**config.mk**
```make
export PLATFORM = sky130hd
export DESIGN_NAME = multicycle_control
export DESIGN_NICKNAME = d
export VERILOG_FILES = /design/src/rtl/multicycle_control_pkg.sv /design/src/rtl/multicycle_control_ctrl.sv /design/src/rtl/multicycle_control.sv
export SDC_FILE = /design/constraint.sdc
export NUM_CORES = 1
export LEC_CHECK = 0
export CORE_MARGIN = 5
export CORE_UTILIZATION = 50
export DETAILED_ROUTE_END_ITERATION = 8
export GPL_ROUTABILITY_DRIVEN = 0
export PLACE_DENSITY = 0.8
export SYNTH_ARGS = -nofsm -noshare
export SYNTH_HDL_FRONTEND = slang
export SYNTH_SLANG_ARGS = --single-unit
```
**constraint.sdc**
```tcl
create_clock -name clk -period 2.1 [get_ports clk]
set_input_delay 0.315 -clock clk [delete_from_list [all_inputs] [get_ports clk]]
set_output_delay 0.315 -clock clk [all_outputs]
set_load 0.02 [all_outputs]
```
**src/rtl/multicycle_control_pkg.sv**
```systemverilog
// Shared types and encodings for the multicycle RV32I controller: FSM states,
// latched instruction class, immediate selects, ALUOp codes and trap causes.
package multicycle_control_pkg;

    typedef enum logic [2:0] {
        ST_FETCH  = 3'd0,
        ST_DECODE = 3'd1,
        ST_EXEC   = 3'd2,
        ST_MEM    = 3'd3,
        ST_WB     = 3'd4,
        ST_HALT   = 3'd5,
        ST_TRAP   = 3'd6
    } state_t;

    typedef struct packed {
        logic alureg;
        logic aluimm;
        logic branch;
        logic jal;
        logic jalr;
        logic lui;
        logic auipc;
        logic load;
        logic store;
        logic system;
    } class_t;

    localparam logic [2:0] IMM_I = 3'b000;
    localparam logic [2:0] IMM_S = 3'b001;
    localparam logic [2:0] IMM_B = 3'b010;
    localparam logic [2:0] IMM_U = 3'b011;
    localparam logic [2:0] IMM_J = 3'b100;

    localparam logic [1:0] ALUOP_ADD    = 2'b00;
    localparam logic [1:0] ALUOP_BRANCH = 2'b01;
    localparam logic [1:0] ALUOP_FUNCT  = 2'b10;
    localparam logic [1:0] ALUOP_LUI    = 2'b11;

    localparam logic [1:0] CAUSE_NONE    = 2'b00;
    localparam logic [1:0] CAUSE_ILLEGAL = 2'b01;
    localparam logic [1:0] CAUSE_BUS     = 2'b10;

    // A legal decode has exactly one class flag set.
    function automatic logic is_onehot(input logic [9:0] v);
        return (v != 10'd0) && ((v & (v - 10'd1)) == 10'd0);
    endfunction

endpackage

```
**src/rtl/multicycle_control_ctrl.sv**
```systemverilog
// Combinational ALU/immediate decoder driven from the latched instruction class,
// reproducing the single-cycle control table.
module multicycle_control_ctrl
    import multicycle_control_pkg::*;
(
    input  class_t     cls,
    output logic [1:0] alu_op,
    output logic [2:0] imm_src,
    output logic       alu_src
);

    // Class flags are one-hot once latched, so a priority chain is sufficient.
    always_comb begin
        alu_op  = ALUOP_ADD;
        imm_src = IMM_I;
        alu_src = 1'b0;
        if (cls.alureg) begin
            alu_op  = ALUOP_FUNCT;
        end else if (cls.aluimm) begin
            alu_op  = ALUOP_FUNCT;
            alu_src = 1'b1;
        end else if (cls.load) begin
            alu_src = 1'b1;
        end else if (cls.store) begin
            imm_src = IMM_S;
            alu_src = 1'b1;
        end else if (cls.branch) begin
            alu_op  = ALUOP_BRANCH;
            imm_src = IMM_B;
        end else if (cls.jal) begin
            imm_src = IMM_J;
            alu_src = 1'b1;
        end else if (cls.jalr) begin
            alu_src = 1'b1;
        end else if (cls.lui) begin
            alu_op  = ALUOP_LUI;
            imm_src = IMM_U;
            alu_src = 1'b1;
        end else if (cls.auipc) begin
            imm_src = IMM_U;
            alu_src = 1'b1;
        end else if (cls.system) begin
            alu_op  = ALUOP_ADD;
        end else begin
            alu_op  = ALUOP_ADD;
        end
    end

endmodule

```
**src/rtl/multicycle_control.sv**
```systemverilog
// Multicycle RV32I controller: sequences FETCH/DECODE/EXEC/MEM/WB over a shared
// memory port with wait states, bus timeout, illegal-instruction trap and halt.
module multicycle_control
    import multicycle_control_pkg::*;
#(
    parameter int TIMEOUT_W      = 8,
    parameter int TIMEOUT_MAX    = 255,
    parameter int HALT_ON_SYSTEM = 1
) (
    input  logic       clk,
    input  logic       rst_n,
    input  logic       ALUreg,
    input  logic       ALUimm,
    input  logic       Branch,
    input  logic       JAL,
    input  logic       JALR,
    input  logic       LUI,
    input  logic       AUIPC,
    input  logic       Load,
    input  logic       Store,
    input  logic       SYSTEM,
    input  logic [2:0] funct3,
    input  logic       mem_ready,
    input  logic       branch_taken,
    output logic       MemRead,
    output logic       MemWrite,
    output logic       AdrSrc,
    output logic       IRWrite,
    output logic       PCWrite,
    output logic       PCSrc,
    output logic       RegWrite,
    output logic       MemtoReg,
    output logic       ALUSrc,
    output logic       BranchSig,
    output logic       Jump,
    output logic [1:0] ALUOp,
    output logic [2:0] ImmSrc,
    output logic       halt,
    output logic [1:0] trap_cause
);

    localparam logic [TIMEOUT_W-1:0] CNT_MAX = TIMEOUT_W'(TIMEOUT_MAX);
    localparam logic [TIMEOUT_W-1:0] CNT_ONE = TIMEOUT_W'(1);

    state_t               state_r;
    class_t               cls_r;
    class_t               cls_s;
    logic [TIMEOUT_W-1:0] wait_cnt_r;
    logic [1:0]           cause_r;
    logic                 timeout_s;
    logic                 decode_bad_s;

    logic [1:0] ctl_alu_op_s;
    logic [2:0] ctl_imm_src_s;
    logic       ctl_alu_src_s;

    logic       mem_read_s, mem_write_s, adr_src_s, ir_write_s, pc_write_s, pc_src_s;
    logic       reg_write_s, mem_to_reg_s, alu_src_s, branch_sig_s, jump_s, halt_s;
    logic [1:0] alu_op_s;
    logic [2:0] imm_src_s;

    assign cls_s = {ALUreg, ALUimm, Branch, JAL, JALR, LUI, AUIPC, Load, Store, SYSTEM};
    assign decode_bad_s = !is_onehot(cls_s) || (cls_s.jalr && (funct3 != 3'b000));
    assign timeout_s = (TIMEOUT_MAX != 0) && (wait_cnt_r == CNT_MAX) && !mem_ready;

    multicycle_control_ctrl u_ctrl (
        .cls     (cls_r),
        .alu_op  (ctl_alu_op_s),
        .imm_src (ctl_imm_src_s),
        .alu_src (ctl_alu_src_s)
    );

    // State sequencing, wait-state counter, class latch and sticky trap cause.
    always_ff @(posedge clk or negedge rst_n) begin
        if (!rst_n) begin
            state_r    <= ST_FETCH;
            wait_cnt_r <= '0;
            cls_r      <= '0;
            cause_r    <= CAUSE_NONE;
        end else begin
            case (state_r)
                ST_FETCH: begin
                    if (mem_ready) begin
                        state_r <= ST_DECODE;
                    end else if (timeout_s) begin
                        state_r <= ST_TRAP;
                        cause_r <= CAUSE_BUS;
                    end else begin
                        wait_cnt_r <= wait_cnt_r + CNT_ONE;
                    end
                end
                ST_DECODE: begin
                    cls_r      <= cls_s;
                    wait_cnt_r <= '0;
                    if (decode_bad_s) begin
                        state_r <= ST_TRAP;
                        cause_r <= CAUSE_ILLEGAL;
                    end else if (cls_s.system) begin
                        if (HALT_ON_SYSTEM != 0) begin
                            state_r <= ST_HALT;
                        end else begin
                            state_r <= ST_TRAP;
                            cause_r <= CAUSE_ILLEGAL;
                        end
                    end else begin
                        state_r <= ST_EXEC;
                    end
                end
                ST_EXEC: begin
                    wait_cnt_r <= '0;
                    if (cls_r.branch) begin
                        state_r <= ST_FETCH;
                    end else if (cls_r.load || cls_r.store) begin
                        state_r <= ST_MEM;
                    end else begin
                        state_r <= ST_WB;
                    end
                end
                ST_MEM: begin
                    if (mem_ready) begin
                        wait_cnt_r <= '0;
                        state_r    <= cls_r.load ? ST_WB : ST_FETCH;
                    end else if (timeout_s) begin
                        state_r <= ST_TRAP;
                        cause_r <= CAUSE_BUS;
                    end else begin
                        wait_cnt_r <= wait_cnt_r + CNT_ONE;
                    end
                end
                ST_WB: begin
                    wait_cnt_r <= '0;
                    state_r    <= ST_FETCH;
                end
                ST_HALT: state_r <= ST_HALT;
                ST_TRAP: state_r <= ST_TRAP;
                default: begin
                    state_r <= ST_TRAP;
                    cause_r <= CAUSE_ILLEGAL;
                end
            endcase
        end
    end

    // Moore decode of state and latched class; IRWrite/PCWrite/PCSrc take the live qualifiers.
    always_comb begin
        mem_read_s   = 1'b0;
        mem_write_s  = 1'b0;
        adr_src_s    = 1'b0;
        ir_write_s   = 1'b0;
        pc_write_s   = 1'b0;
        pc_src_s     = 1'b0;
        reg_write_s  = 1'b0;
        mem_to_reg_s = 1'b0;
        alu_src_s    = 1'b0;
        branch_sig_s = 1'b0;
        jump_s       = 1'b0;
        halt_s       = 1'b0;
        alu_op_s     = 2'b00;
        imm_src_s    = 3'b000;
        case (state_r)
            ST_FETCH: begin
                mem_read_s = 1'b1;
                ir_write_s = mem_ready;
            end
            ST_DECODE: begin
                halt_s = 1'b0;
            end
            ST_EXEC: begin
                alu_op_s  = ctl_alu_op_s;
                imm_src_s = ctl_imm_src_s;
                alu_src_s = ctl_alu_src_s;
                if (cls_r.branch) begin
                    branch_sig_s = 1'b1;
                    pc_write_s   = 1'b1;
                    pc_src_s     = branch_taken;
                end else begin
                    pc_src_s     = 1'b0;
                end
            end
            ST_MEM: begin
                adr_src_s   = 1'b1;
                mem_read_s  = cls_r.load;
                mem_write_s = cls_r.store;
                pc_write_s  = cls_r.store && mem_ready;
            end
            ST_WB: begin
                reg_write_s  = 1'b1;
                pc_write_s   = 1'b1;
                mem_to_reg_s = cls_r.load;
                jump_s       = cls_r.jal || cls_r.jalr;
                pc_src_s     = cls_r.jal || cls_r.jalr;
            end
            ST_HALT: halt_s = 1'b1;
            ST_TRAP: halt_s = 1'b1;
            default: halt_s = 1'b1;
        endcase
    end

    // Reset gates every output so an in-flight strobe drops without waiting for a clock.
    assign MemRead    = mem_read_s   && rst_n;
    assign MemWrite   = mem_write_s  && rst_n;
    assign AdrSrc     = adr_src_s    && rst_n;
    assign IRWrite    = ir_write_s   && rst_n;
    assign PCWrite    = pc_write_s   && rst_n;
    assign PCSrc      = pc_src_s     && rst_n;
    assign RegWrite   = reg_write_s  && rst_n;
    assign MemtoReg   = mem_to_reg_s && rst_n;
    assign ALUSrc     = alu_src_s    && rst_n;
    assign BranchSig  = branch_sig_s && rst_n;
    assign Jump       = jump_s       && rst_n;
    assign halt       = halt_s       && rst_n;
    assign ALUOp      = rst_n ? alu_op_s  : 2'b00;
    assign ImmSrc     = rst_n ? imm_src_s : 3'b000;
    assign trap_cause = rst_n ? cause_r   : 2'b00;

endmodule

```
# Yosys cells after proc, flatten, opt, wreduce, memory -nomap -nowiden
# Index checks and enable logic that the tools add are counted.
# word_totals
register_bits	22
out_inout_bits	19
elab_cells	121
# classes
add_sub_neg	2
eq_ne	11
mux	62
bitwise	2
n_reduce_logical	32
# ops
cell	n
$mux W3	18
$mux W2	15
$mux W8	3
$pmux W8 S3	1
$mux W1	20
$pmux W3 S6	1
$logic_and A1 B1 Y1	16
$and A10 B10 Y10	1
$logic_not A10 Y1	1
$reduce_bool A10 Y1	1
$sub A10 B1 Y10 const B	1
$eq A3 B3 Y1 const B	3
$add A8 B1 Y8 const B	1
$eq A8 B8 Y1 const B	1
$eq A3 B2 Y1 const B	2
$ne A2 B2 Y1 const B	3
$pmux W2 S3	1
$reduce_bool A3 Y1	2
$reduce_or A5 Y1	1
$pmux W1 S2	2
$reduce_and A4 Y1	1
$reduce_or A4 Y1	1
$eq A3 B1 Y1 const B	1
$logic_not A3 Y1	1
8 further kinds	11

# Depth between registers and ports, before layout
# Gate-level depths: netlist of run 1.
# depth
depth_word	11
depth_mapped	7
ltp_nobuf	6

# By module
# From an unflattened synthesis of run 1, not the netlist that was laid out.
# hier_totals
cells_unflattened	189
hier_area_um2	1649.1
# by_module_without_submodules
mod	instances	cells_per_inst	area_each_um2	seq_area_each_um2
multicycle_control	1	172	1545.2	575.6
multicycle_control_ctrl	1	17	103.8	0.0

# Worst setup path before layout of run 1
# No wires, ideal clock.
# synth_path
kind	register to output
from	register state_r[2]
to	output port ImmSrc[0]
arrival_time_ns	1.769
slack_ns	0.016
stages_incl_launch_ff	5
path_buffers	1
cell_sequence	dfrtp_1 > buf_6 > nand2b_1 > or3_1 > nor4b_1
# synth_via
elab_chain_len	3
# synth_rtl
item	line	rtl
from (decl)	multicycle_control.sv:45	state_t state_r;
from (signal assigned)	multicycle_control.sv:122	state_r <= cls_r.load ? ST_WB : ST_FETCH;
$eq A3 B2 Y1	multicycle_control.sv:160	case (state_r)
$mux W3	multicycle_control.sv:160	
$mux W3	multicycle_control.sv:213	assign ImmSrc = rst_n ? imm_src_s : 3'b000;
to (decl)	multicycle_control.sv:37	output logic [2:0] ImmSrc,
# Every way passes these cells.

# Worst setup path in the final report of run 1
# layout_path
from	input port rst_n
to	output port ImmSrc[0]
# layout_via
elab_chain_len	1
# layout_rtl
item	line	rtl
from (decl)	multicycle_control.sv:11	input logic rst_n,
$mux W3	multicycle_control.sv:213	
# Every way passes these cells.

==> results of run 1 <==
kinds of logic after synthesis:
kind of cell,Yosys count,share of synthesized area [%]
simple gates,88,30.6
compound gates,45,18.2
flops,22,35.3
buf+inv,15,5.78
mux,8,5.78
xor+xnor,5,2.81
fa+ha+maj,2,1.45
cells in the final DEF, fill, tap and decap left out, drive strengths merged, types with 5 or more instances in the layout:
cell type,n
a21oi,20
and2,7
buf,40
clkbuf,8
clkdlybuf4s50,16
dfrtp,22
dlygate4sd2,7
inv,6
mux2,8
nand2,12
nand3,5
nor2,26
nor3,12
o21ai,9
path summary, 6_finish.rpt:
check	startpoint	end	slack [ps]	cells past startpoint
setup / recovery	rst_n	ImmSrc[0]	40	5
hold / removal	rst_n	cause_r[1]$_DFFE_PN0P_	400	2
setup reg to reg	state_r[0]$_DFF_PN0_	wait_cnt_r[2]$_DFFE_PN0P_	210	7
hold reg to reg	cls_r[3]$_DFFE_PN0P_	cls_r[3]$_DFFE_PN0P_	520	1
max in group asynchronous	rst_n	cls_r[6]$_DFFE_PN0P_	1290	3
min in group clk	cls_r[3]$_DFFE_PN0P_	cls_r[3]$_DFFE_PN0P_	520	1
repair_timing:
item | in CTS | in global routing
hold buffers | 0 | 0
setup buffers | 1 | 0
resized for setup | 49 | 19
pin swaps | 1 | 1
endpoints found under the setup margin | 19 | 15
state kept, by name (all words and copies together) (netlist names):
register	cells
cls_r	9
wait_cnt_r	8
state_r	3
cause_r	2
power groups by stage:
| stage | Clock (W) | Sequential [W] | Combinational [W] |
|---|---|---|---|
| after detailed placement | 0 | 0.000701 | 0.00136 |
| after CTS | 0.000246 | 0.000692 | 0.00136 |
| after global routing | 0.000266 | 0.000728 | 0.00152 |
| after floorplan | 0 | 0.000661 | 0.000877 |
| final | 0.000241 | 0.000703 | 0.00139 |
| after global placement | 0 | 0.000691 | 0.00131 |
through the flow:
step	instance area, um2	setup WS [ps]
2_1_floorplan	1560	16.4
3_3_place_gp	2140	-335
3_5_place_dp	2140	-444
4_1_cts	2150	-13.2
5_1_grt	2180	-4.33
6_report	2180	39.0
layer usage:
| layer | vias up | track usage, % | routed length (um) |
|---|---|---|---|
| li1 | 798 | - | - |
| met1 | 787 | 26.4 | 1830 |
| met2 | 72 | 38.4 | 2260 |
| met3 | 20 | 3.06 | 293 |
| met4 | 0 | 12.7 | 205 |
| met5 | - | 0 | 0 |
area by class of cell:
class | instances | share of cell area, %
Sequential cell | 22 | 25.3
Multi-Input combinational cell | 148 | 44.7
Clock buffer | 4 | 1.66
Tap cell | 44 | 2.52
Inverter | 7 | 1.20
Timing Repair Buffer | 68 | 24.6
==> Flow_metrics.wiki, run 1 <==
{| class="wikitable"
! Metric !! Value
|-
| Relative area change from synthesis to final layout || 40.1%
|-
| Outcome || complete, no violations
|-
| Area taken by multi-input logic gates || 976 um2
|-
| Antenna violations before repair || 0
|-
| Count of input and output buffers || 35
|-
| Wire per inst || 15.6 um
|-
| GR Util All Layers || 22.3%
|-
| Share of total power in combinational logic || 59.6%
|-
| Critical path arrival || 1750 ps
|-
| Vias/cell || 5.72
|-
| Chip Height || 65.8 um
|-
| Critical Path End Type || output pin
|-
| Yosys top cell by area || sky130_fd_sc_hd__dfrtp_1
|-
| Largest fanout on the critical path || 2
|-
| Synth Net Count || 203
|-
| Clock root buffer master || sky130_fd_sc_hd__clkbuf_4
|-
| Headroom to the max-slew limit || 69.1%
|-
| Number of different library cells in the post-synthesis netlist || 51
|-
| Clock period minus worst slack || 2060 ps
|-
| Clock insertion delay at the later pin of the skew report || 310 ps
|-
| Maximum cell stage delay along the critical path || 530 ps
|-
| Clock skew after layout || 2.26 ps
|-
| Number of max-capacitance violations reported || 0
|-
| Area taken by flip-flops and latches || 552 um2
|-
| Sequential-to-total area share from yosys stat || 35.3%
|-
| Antenna diodes || 0
|-
| Core box area || 3030 um2
|-
| Fillcell total || 227
|-
| Detailed placer's ending HPWL || 3420 um
|-
| Mean area per synthesized cell || 8.42 um2
|-
| Tightest Pin Transition || 464 ps
|-
| Worst-path cell chain || clkdlybuf4s50_1 > nand2b_4 > or3_4 > nor4b_2 > buf_2
|-
| Worst vdd rail ir drop || 0.632 mV
|-
| Slowest library cell on the worst path || sky130_fd_sc_hd__clkdlybuf4s50_1
|-
| Number of search-and-repair iterations in the first detailed-routing pass || 4
|-
| Hold violation count in the final report || 0
|-
| Area share of the largest cell type after synthesis || 35.3%
|-
| Clock transition time at the flip-flop clock pins of the worst setup and hold paths || 130 ps
|-
| Net Switching || 0.00105 W
|-
| Routed wire length || 4580 um
|-
| Summed instance area of the synthesized netlist || 1560 um2
|-
| Via count || 1677
|-
| Count of flip-flops with a built-in enable after synthesis || 0
|-
| Most common flop cell mapped by yosys || sky130_fd_sc_hd__dfrtp_1
|-
| 1st-iter DRT viols || 160
|-
| Initial cell density of the core || 51.4%
|-
| Sequential group share of total power || 30.1%
|-
| Util after Layout || 72.1%
|-
| CTS sink count || 22
|-
| Overflow left after global routing || 0
|-
| Count of buffering cells on the critical path with inverters included || 2
|-
| Total die area || 4330 um2
|-
| Crit Path Class || primary input to output pin
|-
| Lkg Pwr || 0.955 nW
|-
| Number of design rule violations left after detail routing || 0
|-
| Overall power after layout || 0.00234 W
|-
| Sw Ratio || 44.7%
|-
| Total setup violations reported at the end of the flow || 0
|-
| Buffer levels on the longest clock path || 2
|-
| Most frequent cells after synthesis || 26 x sky130_fd_sc_hd__nor2_1, 22 x sky130_fd_sc_hd__dfrtp_1, 19 x sky130_fd_sc_hd__a21oi_1, 12 x sky130_fd_sc_hd__nand2_1, 11 x sky130_fd_sc_hd__nor3_1
|-
| Kind of cell with the highest combined delay on the critical path || buffers and inverters
|-
| Post-placement cell count || 288
|-
| Synth Register Bits || 22
|-
| Number of H-tree branching levels || 1
|-
| Smallest hold slack || 404 ps
|-
| Class of the worst hold path || primary input to async pin
|-
| Gate count after technology mapping || 185
|-
| Yosys warning count || 0
|-
| Kind of start point of the critical path || primary input
|-
| Portion of total power attributed to the clock network || 10.3%
|-
| Total Neg Setup Slack || 0 ps
|-
| CTS Buf Count || 3
|-
| Share of the clock period used by the worst path || 98.1%
|-
| Final Max Tran Viols || 0
|-
| Top cells by area in the synthesized netlist || sky130_fd_sc_hd__dfrtp_1 35%, sky130_fd_sc_hd__nor2_1 6.3%, sky130_fd_sc_hd__a21oi_1 6.1%
|-
| Final non-filler cell total || 293
|-
| Max Fclk || 485 MHz
|-
| Leading cell type by number of instances after synthesis || sky130_fd_sc_hd__nor2_1
|-
| Total number of placement rows || 20
|-
| Vias in the first global route || 1663
|-
| Num ports || 36
|-
| Internal power || 0.00129 W
|-
| Share of post-route cells with drive strength above 1 || 28.9%
|-
| Wire length of the first global-routing pass || 7480 um
|-
| Clock tree from TritonCTS || built
|-
| Pwr dens || 1070 nW/um2
|-
| Chip Width || 65.8 um
|-
| Pin count of the biggest net entering global routing || 18
|-
| Antenna Nets Post-Route || 0
|-
| Nets@finish || 268
|-
| Data required time at the worst endpoint || 1780 ps
|-
| Fraction of synthesis flops using an asynchronous set or reset pin || 100%
|}
Power figures use the tool's default switching activity.
==> run 2, diff against run 1 <==
--- a/config.mk
+++ b/config.mk
@@ -9,7 +9,7 @@
 export CORE_UTILIZATION = 50
 export DETAILED_ROUTE_END_ITERATION = 8
 export GPL_ROUTABILITY_DRIVEN = 0
-export PLACE_DENSITY = 0.8
+export PLACE_DENSITY = 0.82
 export SYNTH_ARGS = -nofsm -noshare
 export SYNTH_HDL_FRONTEND = slang
 export SYNTH_SLANG_ARGS = --single-unit
==> run 2 against run 1 <==
Net effect:
- fmax up 0.26%
- power down 3.5%
- sequential power shrank 1%
- design area decreased by 1.0%
- core utilization shrank 0.74 points
- die area is the same
- first-iteration DRC count down 36%
- highest routed layer unchanged
- largest power group unchanged
- global-route usage shrank 2.1 points
==> Flow_metrics.wiki, run 2 (synthesis results as in run 1) <==
{| class="wikitable"
! Metric !! Value
|-
| Worst-path cell chain || clkdlybuf4s50_1 > nor4_1 > buf_4 > nand2_1 > a22o_1 > o311a_1 > a211o_1
|-
| Clock transition time at the flip-flop clock pins of the worst setup and hold paths || 120 ps
|-
| Clock period minus worst slack || 2060 ps
|-
| Wire per inst || 14.6 um
|-
| Hold_buf cts || 0
|-
| Chip Height || 65.8 um
|-
| Largest reg by FF count || cls_r
|-
| Highest-count cells in the layout ignoring fill and taps || 38 x sky130_fd_sc_hd__buf_4, 26 x sky130_fd_sc_hd__nor2_1, 21 x sky130_fd_sc_hd__dfrtp_1
|-
| Depth of the worst register-to-register path || 7
|-
| Detailed placer's ending HPWL || 3340 um
|-
| Slowest library cell on the worst path || sky130_fd_sc_hd__clkdlybuf4s50_1
|-
| Kind of start point of the critical path || primary input
|-
| Top Usage Layer GRT || met2
|-
| Overflow left after global routing || 0
|-
| Number of max-capacitance violations reported || 0
|-
| Via count || 1661
|-
| Critical register-to-register path endpoint || wait_cnt_r[2]$_DFFE_PN0P_
|-
| Number of design rule violations left after detail routing || 0
|-
| Tightest Pin Transition || 470 ps
|-
| Total number of placement rows || 20
|-
| Count of buffers added by post-CTS timing repair for setup || 0
|-
| Most common cell after layout, fill and taps aside || sky130_fd_sc_hd__buf_4
|-
| Pwr dens || 1050 nW/um2
|-
| Class of the worst hold path || primary input to async pin
|-
| Met3 track demand over resource || 2.04%
|-
| Buffer levels on the longest clock path || 2
|-
| Wire length of the first global-routing pass || 6910 um
|-
| Nets@finish || 271
|-
| Worst vdd rail ir drop || 0.585 mV
|-
| Total die area || 4330 um2
|-
| Count of instances resized after the clock tree is built || 35
|-
| Final Max Tran Viols || 0
|-
| Pin count of the biggest net entering global routing || 17
|-
| Reg2Reg Setup Slack || 190 ps
|-
| Chip Width || 65.8 um
|-
| Met1 global-route usage || 25.8%
|-
| CTS sink count || 22
|-
| Crit path launch || AUIPC
|-
| CTS Buf Count || 3
|-
| Fillcell total || 251
|-
| Number of search-and-repair iterations in the first detailed-routing pass || 4
|-
| Number of H-tree branching levels || 1
|-
| Core box area || 3030 um2
|-
| Final instance area || 2160 um2
|-
| Num ports || 36
|-
| Count of buffering cells on the critical path with inverters included || 2
|-
| Share of the clock period used by the worst path || 97.9%
|-
| Antenna Nets Post-Route || 0
|-
| Total Neg Setup Slack || 0 ps
|-
| Vias in the first global route || 1585
|-
| Data required time at the worst endpoint || 2290 ps
|-
| Smallest hold slack || 361 ps
|-
| Util after Layout || 71.3%
|-
| Clock tree from TritonCTS || built
|-
| Relative area change from synthesis to final layout || 38.6%
|-
| Total cell area at the placement stage || 2170 um2
|-
| Outcome || complete, no violations
|-
| Clock skew after layout || 8.04 ps
|-
| Overall power after layout || 0.00226 W
|-
| 1st-iter DRT viols || 103
|-
| Largest fanout on the critical path || 3
|-
| Startpoint of the worst register-to-register path || state_r[0]$_DFF_PN0_
|-
| Largest registers || cls_r (9), wait_cnt_r (8), state_r (3)
|-
| Antenna violations before repair || 0
|-
| Clock root buffer master || sky130_fd_sc_hd__clkbuf_4
|-
| Share of post-route cells with drive strength above 1 || 29.1%
|-
| Hold violation count in the final report || 0
|-
| Vias/cell || 5.63
|-
| Total setup violations reported at the end of the flow || 0
|-
| Critical path arrival || 2250 ps
|-
| Critical path endpoint || cause_r[0]$_DFFE_PN0P_
|-
| GR Util All Layers || 20.3%
|-
| Initial cell density of the core || 51.4%
|-
| Maximum cell stage delay along the critical path || 460 ps
|-
| Max Fclk || 486 MHz
|-
| Antenna diodes || 0
|-
| Clock insertion delay at the later pin of the skew report || 300 ps
|-
| Crit Path Class || primary input to flop
|-
| Headroom to the max-slew limit || 68.6%
|-
| Flip-flop count of the largest register after layout || 9
|-
| Count of input and output buffers || 35
|-
| Routed wire length || 4310 um
|-
| Lkg Pwr || 0.947 nW
|-
| GR Util met2 || 35.8%
|-
| Crit. path cell count || 7
|-
| Critical Path End Type || flop
|-
| Kind of cell with the highest combined delay on the critical path || compound AO/OA/AOI/OAI gates
|}
-- run 2: final cells by class --
class / count / area (um2) / share of cell area, %
Inverter: 7 / 26.3 / 1.22
Tap cell: 44 / 55.1 / 2.55
Multi-Input combinational cell: 148 / 955 / 44.2
Timing Repair Buffer: 71 / 549 / 25.4
Sequential cell: 22 / 552 / 25.6
Clock buffer: 3 / 22.5 / 1.04
-- run 2: stage by stage --
| stage | setup WS [ps] | std cells |
|---|---|---|
| floorplan | 16.4 | 185 |
| global placement | -351 | 292 |
| detailed placement | -402 | 292 |
| CTS | 0.917 | 295 |
| global route | -20.1 | 295 |
| finish | 44.2 | 295 |
-- run 2: how the worst min path moves through the flow --
stage | endpoint | slack [ps]
3_5_place_dp | cls_r[5]$_DFFE_PN0P_ | 510
6_report | wait_cnt_r[6]$_DFFE_PN0P_ | 360
5_1_grt | cls_r[6]$_DFFE_PN0P_ | 360
3_3_place_gp | cls_r[5]$_DFFE_PN0P_ | 500
2_1_floorplan | cause_r[0]$_DFFE_PN0P_ | 20
4_1_cts | cause_r[1]$_DFFE_PN0P_ | 350
-- run 2: power breakdown --
part | leakage [nW] | switching [W] | total, W | internal, W
sequential | 0.275 | 0.000135 | 0.000694 | 0.000560
clock | 0.0138 | 0.000123 | 0.000190 | 0.0000669
combinational | 0.658 | 0.000750 | 0.00137 | 0.000624
total | 0.947 | 0.00101 | 0.00226 | 0.00125
-- run 2: metal layers --
metal	routed length (um)	share of wire, %
met5	0	0
met4	102	2.4
met3	194	4.5
met2	2170	50
met1	1840	43
==> run 3, diff against run 2 <==
--- a/config.mk
+++ b/config.mk
@@ -10,6 +10,7 @@
 export DETAILED_ROUTE_END_ITERATION = 8
 export GPL_ROUTABILITY_DRIVEN = 0
 export PLACE_DENSITY = 0.82
+export SKIP_LAST_GASP = 1
 export SYNTH_ARGS = -nofsm -noshare
 export SYNTH_HDL_FRONTEND = slang
 export SYNTH_SLANG_ARGS = --single-unit
==> run 3 against run 2 <==
Net effect:
- core utilization decreased by 0.58 points
- hold slack improved by 1.3 ps
- via count decreased by 1.2%
- setup slack got worse by 16 ps
- clock power about the same
- sequential power about the same
- global-route usage about the same
- combinational power about the same
- clock-buffer cell count unchanged
- cell count unchanged
- critical path type unchanged
==> Flow_metrics.wiki, run 3 (synthesis results as in run 1) <==
{| class="wikitable"
! Metric !! Value
|-
| Count of buffers added by post-CTS timing repair for setup || 0
|-
| Nets@finish || 271
|-
| Chip Width || 65.8 um
|-
| CTS Buf Count || 3
|-
| Post-placement cell count || 292
|-
| Relative area change from synthesis to final layout || 37.5%
|-
| GR Util All Layers || 20.2%
|-
| Sw Ratio || 44.6%
|-
| Crit Path Class || primary input to flop
|-
| Final Max Tran Viols || 0
|-
| Count of input and output buffers || 35
|-
| Number of design rule violations left after detail routing || 0
|-
| Share of total power in combinational logic || 60.8%
|-
| Number of max-capacitance violations reported || 0
|-
| Antenna violations before repair || 0
|-
| Net Switching || 0.00100 W
|-
| Count of instances resized after the clock tree is built || 31
|-
| Kind of start point of the critical path || primary input
|-
| Number of search-and-repair iterations in the first detailed-routing pass || 4
|-
| Portion of total power attributed to the clock network || 8.4%
|-
| Lkg Pwr || 0.943 nW
|-
| Antenna Nets Post-Route || 0
|-
| Clock period minus worst slack || 2070 ps
|-
| Worst-case setup margin in the final layout || 28.0 ps
|-
| Clock root buffer master || sky130_fd_sc_hd__clkbuf_4
|-
| Data required time at the worst endpoint || 2260 ps
|-
| Share of the clock period used by the worst path || 98.7%
|-
| Most common cell after layout, fill and taps aside || sky130_fd_sc_hd__buf_4
|-
| Max Fclk || 483 MHz
|-
| Total number of placement rows || 20
|-
| Hold violation count in the final report || 0
|-
| Largest registers || cls_r (9), wait_cnt_r (8), state_r (3)
|-
| Clock skew after layout || 9.71 ps
|-
| 1st-iter DRT viols || 114
|-
| Worst setup slack before clock tree synthesis || -402 ps
|-
| Headroom to the max-slew limit || 68.3%
|-
| Slowest library cell on the worst path || sky130_fd_sc_hd__clkdlybuf4s50_1
|-
| Total die area || 4330 um2
|-
| Clock tree from TritonCTS || built
|-
| Pwr dens || 1050 nW/um2
|-
| Chip Height || 65.8 um
|-
| Vias/cell || 5.56
|-
| Share of post-route cells with drive strength above 1 || 27.9%
|-
| Setup repair after global routing missed its margin || yes
|-
| Class of the worst hold path || primary input to async pin
|-
| Wire per inst || 14.4 um
|-
| Via count || 1641
|-
| CTS sink count || 22
|-
| Highest-count cells in the layout ignoring fill and taps || 37 x sky130_fd_sc_hd__buf_4, 26 x sky130_fd_sc_hd__nor2_1, 21 x sky130_fd_sc_hd__dfrtp_1
|-
| Antenna diodes || 0
|-
| Largest reg by FF count || cls_r
|-
| Internal power || 0.00125 W
|-
| Critical Path End Type || flop
|-
| Wire length of the first global-routing pass || 6900 um
|-
| Outcome || complete, no violations
|-
| Hold_buf cts || 0
|-
| Final non-filler cell total || 295
|-
| Critical path arrival || 2230 ps
|-
| Total setup violations reported at the end of the flow || 0
|-
| Maximum cell stage delay along the critical path || 460 ps
|-
| Initial cell density of the core || 51.4%
|-
| Pin count of the biggest net entering global routing || 17
|-
| Clock insertion delay at the later pin of the skew report || 300 ps
|-
| Detailed placer's ending HPWL || 3340 um
|-
| Sequential group share of total power || 30.8%
|-
| Overflow left after global routing || 0
|-
| Vias in the first global route || 1583
|-
| Number of H-tree branching levels || 1
|-
| Buffer levels on the longest clock path || 2
|-
| Tightest Pin Transition || 475 ps
|-
| Worst vdd rail ir drop || 0.586 mV
|-
| Core box area || 3030 um2
|-
| Routed wire length || 4250 um
|-
| Clock transition time at the flip-flop clock pins of the worst setup and hold paths || 120 ps
|-
| Flip-flop count of the largest register after layout || 9
|-
| Num ports || 36
|-
| Worst-path cell chain || clkdlybuf4s50_1 > nor4_1 > buf_4 > nand2_1 > a22o_1 > o311a_1 > nand4b_1
|-
| Largest fanout on the critical path || 3
|}
## run 3: worst paths after layout
kind                                       from                         to  slack (ps)  cells after the start
setup reg to reg           state_r[0]$_DFF_PN0_  wait_cnt_r[2]$_DFFE_PN0P_         190                      7
hold / removal                            rst_n  wait_cnt_r[6]$_DFFE_PN0P_         360                      2
hold reg to reg            cls_r[5]$_DFFE_PN0P_       cls_r[5]$_DFFE_PN0P_         540                      2
max in group asynchronous                 rst_n       state_r[1]$_DFF_PN0_        1280                      3
min in group clk           cls_r[5]$_DFFE_PN0P_       cls_r[5]$_DFFE_PN0P_         540                      2
setup / recovery                          AUIPC       state_r[2]$_DFF_PN0_          30                      7
## run 3: layer usage
layer  global-route usage [%]  part of all wire, %  wire length, um  vias up
met5                        0                    0                0        -
met3                     2.04                  4.7              200        6
met1                     25.7                   44             1860      775
li1                         -                    -                -      803
met4                     6.22                  1.2               49        0
met2                     35.8                   50             2140       57
## run 3: metrics by stage
step                util (%)  power [W]  setup TNS [ps]  cell area [um2]  hold WS (ps)
finish                  70.7    0.00225               0             2140           362
global route            70.7    0.00241            -116             2140           365
CTS                     72.0    0.00224            -123             2180           347
detailed placement      71.7    0.00207           -4400             2170           508
global placement        71.7    0.00204           -3400             2170           495
floorplan                  -    0.00154               0             1560          19.4
## run 3: area by class of cell
| class | count | area (um2) |
|---|---|---|
| repair buffers | 71 | 547 |
| multi-input cells | 148 | 940 |
| well taps | 44 | 55.1 |
| clock buffers | 3 | 22.5 |
| flip-flops and latches | 22 | 552 |
| inverters | 7 | 26.3 |
| fillers | 255 | 886 |
## run 3: worst max-delay path, delay by kind of cell
family / cells / cell delay [ps]
simple gates: 3 / 680
buf+inv: 2 / 640
compound gates: 2 / 590
## run 3: power by group through the flow
stage | Combinational (W) | Sequential (W) | Clock (W)
global route | 0.00149 | 0.000712 | 0.000214
finish | 0.00137 | 0.000693 | 0.000188
global placement | 0.00135 | 0.000689 | 0
floorplan | 0.000877 | 0.000661 | 0
CTS | 0.00136 | 0.000685 | 0.000195
detailed placement | 0.00138 | 0.000693 | 0
